## src/rtl/zif_cmd_sequencer_pkg.sv

```systemverilog
// zif_seq_pkg: constants shared by the ZIF command sequencer.
//   OSC_MHZ / MAX_US : default oscillator frequency and largest delay
//   CMD_*            : command codes accepted on cmd_nr
//   state_t          : sequencer state encoding
package zif_seq_pkg;

  localparam int OSC_MHZ = 24;
  localparam int MAX_US  = 2730;

  localparam logic [7:0] CMD_NOP        = 8'h00;
  localparam logic [7:0] CMD_PROG_PULSE = 8'h01;
  localparam logic [7:0] CMD_READ       = 8'h02;
  localparam logic [7:0] CMD_VPP_ON     = 8'h03;
  localparam logic [7:0] CMD_VPP_OFF    = 8'h04;

  typedef enum logic [2:0] {
    IDLE   = 3'd0,
    DECODE = 3'd1,
    PULSE  = 3'd2,
    SAMPLE = 3'd3,
    SETTLE = 3'd4,
    DONE   = 3'd5
  } state_t;

endpackage

```

## src/rtl/zif_cmd_sequencer_if.sv

```systemverilog
// zif_cmd_sequencer_if: command/status bundle between the bus write domain
// and the sequencer.
//   cmd_run_sync  : run toggle from the writer
//   cmd_nr        : command number
//   pulse_us      : active-phase length in microseconds
//   settle_us     : settle-phase length in microseconds
//   cmd_run_async : finish toggle back to the writer
//   busy, err     : status
// master = bus writer side, slave = sequencer side.
interface zif_cmd_sequencer_if;
  logic        cmd_run_sync;
  logic [7:0]  cmd_nr;
  logic [11:0] pulse_us;
  logic [11:0] settle_us;
  logic        cmd_run_async;
  logic        busy;
  logic        err;

  modport master (
    output cmd_run_sync, cmd_nr, pulse_us, settle_us,
    input  cmd_run_async, busy, err
  );

  modport slave (
    input  cmd_run_sync, cmd_nr, pulse_us, settle_us,
    output cmd_run_async, busy, err
  );
endinterface

```

## src/rtl/zif_cmd_sequencer_delay.sv

```systemverilog
// zif_seq_delay: loadable 16-bit phase down-counter.
//   osc, rst_n : clock, synchronous active-low reset
//   load       : load the counter from us (takes priority over counting)
//   us         : phase length in microseconds, clamped to MAX_US
//   done       : counter at zero (last cycle of the phase)
// A phase loaded with N cycles runs N cycles: load value is N-1 and the
// phase ends on the cycle the count reads zero. us=0 still yields one cycle.
module zif_seq_delay #(
  parameter int OSC_MHZ = zif_seq_pkg::OSC_MHZ,
  parameter int MAX_US  = zif_seq_pkg::MAX_US
) (
  input  logic        osc,
  input  logic        rst_n,
  input  logic        load,
  input  logic [11:0] us,
  output logic        done
);

  logic [15:0] count_q, count_d;
  logic [11:0] us_clamped;
  logic [15:0] cycles;
  logic [15:0] load_val;

  always_comb begin
    us_clamped = (us > 12'(MAX_US)) ? 12'(MAX_US) : us;
    cycles     = 16'(OSC_MHZ) * {4'd0, us_clamped};
    load_val   = (cycles == 16'd0) ? 16'd0 : cycles - 16'd1;
    count_d    = count_q;
    if (load) begin
      count_d = load_val;
    end else if (count_q != 16'd0) begin
      count_d = count_q - 16'd1;
    end
  end

  always_ff @(posedge osc) begin
    if (!rst_n) count_q <= 16'd0;
    else        count_q <= count_d;
  end

  assign done = (count_q == 16'd0);

endmodule

```

## src/rtl/zif_cmd_sequencer.sv

```systemverilog
// zif_cmd_sequencer: sequences ZIF socket strobes for one bus command at a
// time, using a toggle handshake (cmd_run_sync / cmd_run_async).
//   osc       : clock (posedge)
//   rst_n     : synchronous active-low reset
//   bus       : command/status bundle (slave side)
//   prog_n    : program strobe, active low
//   oe_n      : output enable, active low
//   vpp_en    : VPP switch enable, persists across commands
//   sample_en : one-cycle read-data latch strobe
// Build option: ZIF_SEQ_VPP_INTERLOCK_EN rejects PROG_PULSE while vpp_en=0.
//
// state  | meaning
// IDLE   | waiting for a pending toggle
// DECODE | command latched, pick the phase sequence
// PULSE  | active phase (prog_n or oe_n low) for pulse_us
// SAMPLE | one cycle, sample_en high with oe_n still low
// SETTLE | strobes released, wait settle_us
// DONE   | return the finish toggle, drop busy
module zif_cmd_sequencer #(
  parameter int OSC_MHZ = zif_seq_pkg::OSC_MHZ,
  parameter int MAX_US  = zif_seq_pkg::MAX_US
) (
  input  logic                osc,
  input  logic                rst_n,
  zif_cmd_sequencer_if.slave  bus,
  output logic                prog_n,
  output logic                oe_n,
  output logic                vpp_en,
  output logic                sample_en
);
  import zif_seq_pkg::*;

  state_t      state_q, state_d;
  logic        sync1_q, sync2_q;
  logic [7:0]  cmd_q, cmd_d;
  logic [11:0] pulse_q, pulse_d;
  logic [11:0] settle_q, settle_d;
  logic        busy_q, busy_d;
  logic        err_q, err_d;
  logic        prog_n_q, prog_n_d;
  logic        oe_n_q, oe_n_d;
  logic        vpp_en_q, vpp_en_d;
  logic        sample_en_q, sample_en_d;
  logic        run_async_q, run_async_d;
  logic        timer_load, timer_done;
  logic [11:0] timer_us;
  logic        pending;
  logic        prog_blocked;

  assign pending = sync2_q ^ run_async_q;

`ifdef ZIF_SEQ_VPP_INTERLOCK_EN
  assign prog_blocked = ~vpp_en_q;
`else
  assign prog_blocked = 1'b0;
`endif

  zif_seq_delay #(.OSC_MHZ(OSC_MHZ), .MAX_US(MAX_US)) u_delay (
    .osc   (osc),
    .rst_n (rst_n),
    .load  (timer_load),
    .us    (timer_us),
    .done  (timer_done)
  );

  always_comb begin
    state_d     = state_q;
    cmd_d       = cmd_q;
    pulse_d     = pulse_q;
    settle_d    = settle_q;
    busy_d      = busy_q;
    err_d       = err_q;
    prog_n_d    = prog_n_q;
    oe_n_d      = oe_n_q;
    vpp_en_d    = vpp_en_q;
    sample_en_d = 1'b0;
    run_async_d = run_async_q;
    timer_load  = 1'b0;
    timer_us    = pulse_q;
    case (state_q)
      IDLE: begin
        // Operands are captured on the edge into DECODE so later writes
        // to the bus registers cannot disturb a running command.
        if (pending) begin
          state_d  = DECODE;
          cmd_d    = bus.cmd_nr;
          pulse_d  = bus.pulse_us;
          settle_d = bus.settle_us;
          busy_d   = 1'b1;
          err_d    = 1'b0;
        end
      end
      DECODE: begin
        case (cmd_q)
          CMD_NOP: state_d = DONE;
          CMD_PROG_PULSE: begin
            if (prog_blocked) begin
              err_d   = 1'b1;
              state_d = DONE;
            end else begin
              prog_n_d   = 1'b0;
              timer_load = 1'b1;
              state_d    = PULSE;
            end
          end
          CMD_READ: begin
            oe_n_d     = 1'b0;
            timer_load = 1'b1;
            state_d    = PULSE;
          end
          CMD_VPP_ON, CMD_VPP_OFF: begin
            vpp_en_d   = (cmd_q == CMD_VPP_ON);
            timer_load = 1'b1;
            timer_us   = settle_q;
            state_d    = SETTLE;
          end
          default: begin
            err_d   = 1'b1;
            state_d = DONE;
          end
        endcase
      end
      PULSE: begin
        if (timer_done) begin
          if (cmd_q == CMD_READ) begin
            sample_en_d = 1'b1;
            state_d     = SAMPLE;
          end else begin
            prog_n_d   = 1'b1;
            timer_load = 1'b1;
            timer_us   = settle_q;
            state_d    = SETTLE;
          end
        end
      end
      SAMPLE: begin
        oe_n_d     = 1'b1;
        timer_load = 1'b1;
        timer_us   = settle_q;
        state_d    = SETTLE;
      end
      SETTLE: begin
        if (timer_done) state_d = DONE;
      end
      DONE: begin
        // Absorbs any toggle that arrived while busy.
        run_async_d = sync2_q;
        busy_d      = 1'b0;
        state_d     = IDLE;
      end
      default: state_d = IDLE;
    endcase
  end

  always_ff @(posedge osc) begin
    if (!rst_n) begin
      state_q     <= IDLE;
      sync1_q     <= 1'b0;
      sync2_q     <= 1'b0;
      cmd_q       <= 8'd0;
      pulse_q     <= 12'd0;
      settle_q    <= 12'd0;
      busy_q      <= 1'b0;
      err_q       <= 1'b0;
      prog_n_q    <= 1'b1;
      oe_n_q      <= 1'b1;
      vpp_en_q    <= 1'b0;
      sample_en_q <= 1'b0;
      run_async_q <= 1'b0;
    end else begin
      state_q     <= state_d;
      sync1_q     <= bus.cmd_run_sync;
      sync2_q     <= sync1_q;
      cmd_q       <= cmd_d;
      pulse_q     <= pulse_d;
      settle_q    <= settle_d;
      busy_q      <= busy_d;
      err_q       <= err_d;
      prog_n_q    <= prog_n_d;
      oe_n_q      <= oe_n_d;
      vpp_en_q    <= vpp_en_d;
      sample_en_q <= sample_en_d;
      run_async_q <= run_async_d;
    end
  end

  assign bus.cmd_run_async = run_async_q;
  assign bus.busy          = busy_q;
  assign bus.err           = err_q;
  assign prog_n            = prog_n_q;
  assign oe_n              = oe_n_q;
  assign vpp_en            = vpp_en_q;
  assign sample_en         = sample_en_q;

endmodule

```

## src/flat_wrapper.sv

```systemverilog
// flat-port wrapper written by rule: the top's interface ports become plain ports
module zif_cmd_sequencer_flat import zif_seq_pkg::*;
#(
  parameter int OSC_MHZ = zif_seq_pkg::OSC_MHZ,
  parameter int MAX_US  = zif_seq_pkg::MAX_US
)
  (osc, rst_n, prog_n, oe_n, vpp_en, sample_en, bus_cmd_run_sync, bus_cmd_nr, bus_pulse_us, bus_settle_us, bus_cmd_run_async, bus_busy, bus_err);
  zif_cmd_sequencer_if bus_i ();
  input  logic osc;
  input  logic rst_n;
  output logic prog_n;
  output logic oe_n;
  output logic vpp_en;
  output logic sample_en;
  input wire logic [$bits(bus_i.cmd_run_sync)-1:0] bus_cmd_run_sync;
  input wire logic [$bits(bus_i.cmd_nr)-1:0] bus_cmd_nr;
  input wire logic [$bits(bus_i.pulse_us)-1:0] bus_pulse_us;
  input wire logic [$bits(bus_i.settle_us)-1:0] bus_settle_us;
  output wire logic [$bits(bus_i.cmd_run_async)-1:0] bus_cmd_run_async;
  output wire logic [$bits(bus_i.busy)-1:0] bus_busy;
  output wire logic [$bits(bus_i.err)-1:0] bus_err;
  assign bus_i.cmd_run_sync = bus_cmd_run_sync;
  assign bus_i.cmd_nr = bus_cmd_nr;
  assign bus_i.pulse_us = bus_pulse_us;
  assign bus_i.settle_us = bus_settle_us;
  assign bus_cmd_run_async = bus_i.cmd_run_async;
  assign bus_busy = bus_i.busy;
  assign bus_err = bus_i.err;
  zif_cmd_sequencer #(.OSC_MHZ(OSC_MHZ), .MAX_US(MAX_US)) u_core (.osc(osc), .rst_n(rst_n), .bus(bus_i), .prog_n(prog_n), .oe_n(oe_n), .vpp_en(vpp_en), .sample_en(sample_en));
endmodule
```

## config.mk

```make
export PLATFORM = sky130hd
export DESIGN_NAME = zif_cmd_sequencer_flat
export DESIGN_NICKNAME = d
export VERILOG_FILES = /design/src/rtl/zif_cmd_sequencer_pkg.sv /design/src/rtl/zif_cmd_sequencer_if.sv /design/src/rtl/zif_cmd_sequencer_delay.sv /design/src/rtl/zif_cmd_sequencer.sv /design/src/flat_wrapper.sv
export SDC_FILE = /design/constraint.sdc
export NUM_CORES = 1
export LEC_CHECK = 0
export ABC_CLOCK_PERIOD_IN_PS = 11170
export CELL_PAD_IN_SITES_DETAIL_PLACEMENT = 1
export CELL_PAD_IN_SITES_GLOBAL_PLACEMENT = 2
export CORE_MARGIN = 2
export CORE_UTILIZATION = 38
export CTS_BUF_LIST = sky130_fd_sc_hd__clkbuf_4 sky130_fd_sc_hd__clkbuf_8
export DETAILED_ROUTE_END_ITERATION = 12
export PLACE_DENSITY_LB_ADDON = 0.25
export SYNTH_ARGS = -nofsm -noshare
export SYNTH_HDL_FRONTEND = slang
export SYNTH_SLANG_ARGS = --single-unit
```

## constraint.sdc

```tcl
create_clock -name osc -period 11.17 [get_ports osc]
set_input_delay 2.234 -clock osc [delete_from_list [all_inputs] [get_ports osc]]
set_output_delay 2.234 -clock osc [all_outputs]
set_load 0.05 [all_outputs]
```

# Yosys cells after proc, flatten, opt, wreduce, memory -nomap -nowiden
# Index checks and enable logic that the tools add are counted.
word_totals:
  ff_bits: 60
  elab_cells: 87
  input_bits: 35
classes:
  bitwise: 1
  multipliers: 1
  order_cmp: 1
  eq_ne: 16
  n_reduce_logical: 22
  n_mux: 30
  add_sub_neg: 2
ops:
  columns: ["operator", "count"]
  rows:
  - ["12-bit two-way mux", 4]
  - ["16-bit two-way mux", 3]
  - ["12-bit one-hot mux with 3 select lines", 1]
  - ["16-bit zero test", 2]
  - ["16-bit by 1-bit subtractor with 16-bit output (second input constant)", 2]
  - ["8-bit by 2-bit equality test with 1-bit output (second input constant)", 2]
  - ["16-bit nonzero test", 1]
  - ["3-bit one-hot mux with 5 select lines", 1]
  - ["2-bit by 12-bit multiplier with 13-bit output (first input constant)", 1]
  - ["12-bit > comparator (second input constant)", 1]
  - ["3-bit two-way mux", 4]
  - ["1-bit two-way mux", 11]
  - ["2-bit by 1-bit inequality test with 1-bit output (second input constant)", 5]
  - ["2-bit nonzero test", 5]
  - ["3-bit AND reduction", 3]
  - ["8-bit by 1-bit equality test with 1-bit output (second input constant)", 1]
  - ["8-bit by 3-bit equality test with 1-bit output (second input constant)", 1]
  - ["8-bit zero test", 1]
  - ["1-bit one-hot mux with 2 select lines", 4]
  - ["2-bit AND reduction", 4]
  - ["3-bit by 2-bit equality test with 1-bit output (second input constant)", 2]
  - ["3-bit equality test (second input constant)", 2]
  - ["3-bit one-hot mux with 2 select lines", 1]
  - ["5-bit OR reduction", 1]
  - ["8 further kinds", 10]

# Depth between registers and ports, before layout
logic_depth:
  ltp_word: 10
  depth_mapped: 23
  ltp_nobuf: 20

# Hierarchy
# Synthesis repeated with hierarchy kept, for this count alone.
unflattened:
  cells_unflattened: 485
  area_unflattened_um2: 3961.3
by_module_without_submodules:
  columns: ["mod", "n_inst", "cells_each", "area_per_inst_um2"]
  rows:
  - ["zif_cmd_sequencer", 1, 235, 2020.7]
  - ["zif_seq_delay", 1, 250, 1940.6]

# Worst setup path after synthesis
# OpenSTA, ideal clock, no wires.
synth_path:
  path_type: "flip-flop to flip-flop"
  from: "reg u_core.u_delay.count_q[0]"
  to: "reg u_core.u_delay.count_q[6]"
  setup_ps: 82
  path_buffers: 3
  t_required_ps: 11088
  slack_ps: 5925
  t_arrival_ps: 5164
  path_stages_with_launch: 23
  cell_sequence: "dfxtp_1 inv_1 ha_1 or4b_1 or4_4 buf_6 o21a_2 nor2_4 clkbuf_1 and3_1 a21oi_1 nor2b_1 ha_1 a21o_1 a21oi_1 o21ba_1 o41ai_4 xnor2_1 a211oi_2 and4_1 a311o_2 buf_6 o22ai_4"
synth_via:
  elab_chain_len: 9
synth_rtl:
  columns: ["item", "line", "rtl"]
  rows:
  - ["start, declared", "zif_cmd_sequencer_delay.sv:19", "logic [15:0] count_q, count_d;"]
  - ["start signal, assigned", "zif_cmd_sequencer_delay.sv:38", "else count_q <= count_d;"]
  - ["16-bit zero test", "zif_cmd_sequencer_delay.sv:41", "assign done = (count_q == 16'd0);"]
  - ["12-bit two-way mux", "zif_cmd_sequencer.sv:124", "if (timer_done) begin"]
  - ["12-bit one-hot mux with 3 select lines", "zif_cmd_sequencer.sv:80", "case (state_q)"]
  - ["12-bit > comparator", "zif_cmd_sequencer_delay.sv:25", "us_clamped = (us > 12'(MAX_US)) ? 12'(MAX_US) : us;"]
  - ["12-bit two-way mux", "zif_cmd_sequencer_delay.sv:25", null]
  - ["2-bit by 12-bit multiplier with 13-bit output", "zif_cmd_sequencer_delay.sv:26", "cycles = 16'(OSC_MHZ) * {4'd0, us_clamped};"]
  - ["16-bit by 1-bit subtractor with 16-bit output or 16-bit zero test (tied branches)", "zif_cmd_sequencer_delay.sv:27", "load_val = (cycles == 16'd0) ? 16'd0 : cycles - 16'd1;"]
  - ["16-bit two-way mux", "zif_cmd_sequencer_delay.sv:27", null]
  - ["16-bit two-way mux", "zif_cmd_sequencer_delay.sv:29", "if (load) begin"]
# Parallel ways exist; a longest one is shown, timed or not. The select of a mux whose other input is x is not followed.
# A chain may end at the register's enable or synchronous reset.

# Worst setup path after layout
layout_path:
  from: "reg u_core.u_delay.count_q[1]"
  to: "reg u_core.u_delay.count_q[12]"
# The elaborated chain is that of the path after synthesis.

==> results.json <==
{
  "cts_setup_buffers": 0,
  "crit_chain": "inv_1 -> ha_1 -> or4b_1 -> or4_4 -> o21a_2 -> nor2_4 -> and3_1 -> a21oi_1 -> nor2b_1 -> ha_1 -> a21o_1 -> a21oi_1 -> o21ba_1 -> o41ai_4 -> xnor2_1 -> a211oi_2 -> and4_1 -> a311o_2 -> o22ai_1",
  "synth_fa_ha_area_share_pct": 4.119,
  "cts_tree": "built",
  "p_leak_nw": 1.814,
  "drv_slew": 0,
  "cp-end-kind": "register",
  "worstSkewPairLatency_ps": 350,
  "grt_pass1_vias": 4061,
  "portBuffers": 41,
  "cp-startpoint": "u_core.u_delay.count_q[1]$_SDFFE_PN0P_",
  "multiInputGateArea_um2": 2764,
  "slowest_stage": "or4_4",
  "io_pins": 42,
  "cp_top_family": "simple AND/OR/NAND/NOR gates",
  "r2r-start": "u_core.u_delay.count_q[1]$_SDFFE_PN0P_",
  "synthTopCellsByArea": "dfxtp_1 29%, nand2_1 7.9%, a21oi_1 7.3%",
  "syn_area_per_cell_um2": 7.737,
  "drive_above_1_share_pct": 9.558,
  "grt_usage_pct": 22.01,
  "initial_core_util_pct": 38.45,
  "antenna_found_initial": 0,
  "worst-path-buf-inv": 1,
  "cts_buffers": 9,
  "firstDrtPassIters": 4,
  "fp.dieW_um": 108.3,
  "min_period_ps": 5623,
  "cts-root-to-sink-buffers": 2,
  "drc": 0,
  "core_area_um2": 10750,
  "routabilityCongestion": 0.8652,
  "netlist_instances": 534,
  "drv_cap": 0,
  "ys_types": 81,
  "drt-total-wl_um": 12050,
  "synth_seq_area_share_pct": 29.07,
  "arrival_ps": 5830,
  "critPathRequiredTime_ps": 11380,
  "ff_latch_area_um2": 1201,
  "worst_pin_slew_ps": 1055,
  "overflow": 0,
  "status": "complete, no violations",
  "fin_nets": 609,
  "ys.flop_type": "dfxtp_1",
  "synth_xor_area_share_pct": 7.329,
  "synth-simple-area-share_pct": 26.20,
  "htree_levels": 3,
  "synth_compound_area_share_pct": 27.62,
  "cts_root_buf": "clkbuf_8",
  "clock_skew_ps": 6.650,
  "cp_max_fo": 16,
  "synth_top_family_by_area": "compound AO/OA/AOI/OAI gates",
  "syn_area_um2": 4131,
  "ys_ff_latch": 60,
  "drtIter0Drc": 186,
  "max_slew_margin_pct": 29.51,
  "synth_top_area_share_pct": 29.07,
  "synth-edff-count": 0,
  "cts_resized": 0,
  "rsz0062_at_grt": "no",
  "synth.area.mux_share_pct": 1.484,
  "holdCritStartpoint": "u_core.sync1_q$_SDFF_PN0_",
  "ir_drop_v": 0.00007405,
  "die_area_um2": 11720,
  "finalSetupViolations": 0,
  "synth_nets": 582,
  "final_util_pct": 44.69,
  "hold_class": "reg -> reg",
  "async_reset_ff_share_pct": 0,
  "grt_max_degree": 39,
  "cts.sinks": 60,
  "fillCellCount": 1345,
  "cts_hold_buf": 0,
  "grt_pass1_wl_um": 20310,
  "num_antenna_cells": 0,
  "syn_to_final_growth_pct": 16.23,
  "final_hold_viol_count": 0,
  "viasPerCell": 5.667,
  "num_rows": 38,
  "avgRoutedWirePerCell_um": 17.10,
  "yosysWarningCount": 0,
  "p_per_area_nw_per_um2": 155.7,
  "critPathKind": "reg -> reg",
  "finalSetupTns_ps": 0,
  "synth_area_leader_cell": "dfxtp_1",
  "die_y_um": 108.3,
  "dp_hpwl_um": 9221,
  "vias": 3995,
  "critPathMaxStageDelay_ps": 570,
  "start_kind": "register",
  "drtAntennaViolNets": 0,
  "clkSlewWorstSetupHoldPaths_ps": 60,
  "max_clock_freq_ghz": 0.1778,
  "period_share_pct": 50.34
}
[stage by stage]
step	total power, W	instance area, um2	setup WS, ps	hold slack [ps]	instances
2_1_floorplan	0.0004983	4131	5925	411.8	534
3_3_place_gp	0.0005583	4626	5685	434.0	690
3_5_place_dp	0.0005686	4626	5552	439.4	690
4_1_cts	0.0007528	4802	5531	456.9	705
5_1_grt	0.0008019	4802	5135	466.6	705
6_report	0.0007475	4802	5547	445.6	705
[where the power goes]
part           switching, W  internal [W]  leakage, nW
Combinational      0.000159      0.000132         1.23
Sequential        0.0000329      0.000244        0.489
Clock             0.0000837     0.0000956       0.0961
Total              0.000275      0.000472         1.81
[state kept, by name, indices dropped and copies added (netlist names)]
signal / count
u_core.vpp_en: 1
u_core.sample_en: 1
u_core.sync1_q: 1
u_core.oe_n: 1
u_core.cmd_q: 8
u_core.u_delay.count_q: 16
u_core.sync2_q: 1
u_core.bus.busy: 1
u_core.prog_n: 1
u_core.bus.cmd_run_async: 1
u_core.bus.err: 1
u_core.pulse_q: 12
u_core.state_q: 3
u_core.settle_q: 12
[synthesized netlist by cell type, types with 6 or more instances]
master and count:
nand2_1 87, nand3_1 11, a21o_1 6, o21ai_0 19, nor3_1 15, nor4_1 7
clkbuf_1 26, xor2_1 15, nor2_1 47, o211ai_1 6, inv_1 14, a21oi_1 60
o21a_1 9, dfxtp_1 60, xnor2_1 17, ha_1 12, o22ai_2 7
[per-layer routing]
layer / vias up / wire (um) / GRT usage (%)
met5: - / 0 / 0
met4: 0 / 233 / 7.234
met3: 20 / 354 / 4.219
met2: 76 / 5858 / 38.01
met1: 1923 / 5605 / 27.51
li1: 1976 / - / -
[kinds of logic (layout without fill, tap and decap cells)]
group / after synthesis / count (layout)
AO/OA/AOI/OAI: 161 / 161
XOR/XNOR: 33 / 33
adder cells (fa/ha/maj): 13 / 13
buffers and inverters: 42 / 73
flip-flops: 60 / 60
multiplexers: 6 / 6
AND/OR/NAND/NOR: 219 / 219
[final timing paths]
path                                        endpoint  slack [ps]  cells past startpoint
max reg2reg  u_core.u_delay.count_q[12]$_SDFFE_PN0P_        5550                     19
min reg2reg                u_core.sync2_q$_SDFF_PN0_         450                      1
max          u_core.u_delay.count_q[12]$_SDFFE_PN0P_        5550                     19
min                        u_core.sync2_q$_SDFF_PN0_         450                      1
[layout by cell type (no fill, tap or decap), types with 4 or more instances in the layout]
master	count
o21ai_0	19
o22ai_1	5
inv_1	14
a31oi_1	4
mux2i_1	5
clkbuf_8	11
a21oi_1	60
dfxtp_1	60
nor4_1	6
o22ai_2	7
o21a_1	9
clkdlybuf4s50_1	41
o211ai_1	6
nand3b_1	5
nand2_1	87
xor2_1	15
nor3b_1	5
a21o_1	6
and3_1	5
nor3_1	15
ha_1	12
nor2_1	47
xnor2_1	17
nand3_1	11
[final cells by class]
| cell class | instances | area share, % |
|---|---|---|
| multi-input cells | 432 | 57.56 |
| flip-flops and latches | 60 | 25.01 |
| repair buffers | 44 | 9.015 |
| well taps | 140 | 3.648 |
| clock buffers | 13 | 3.465 |
| inverters | 14 | 1.094 |
| clock inverters | 2 | 0.2084 |
Note: power is estimated with default switching activity, not from simulation.
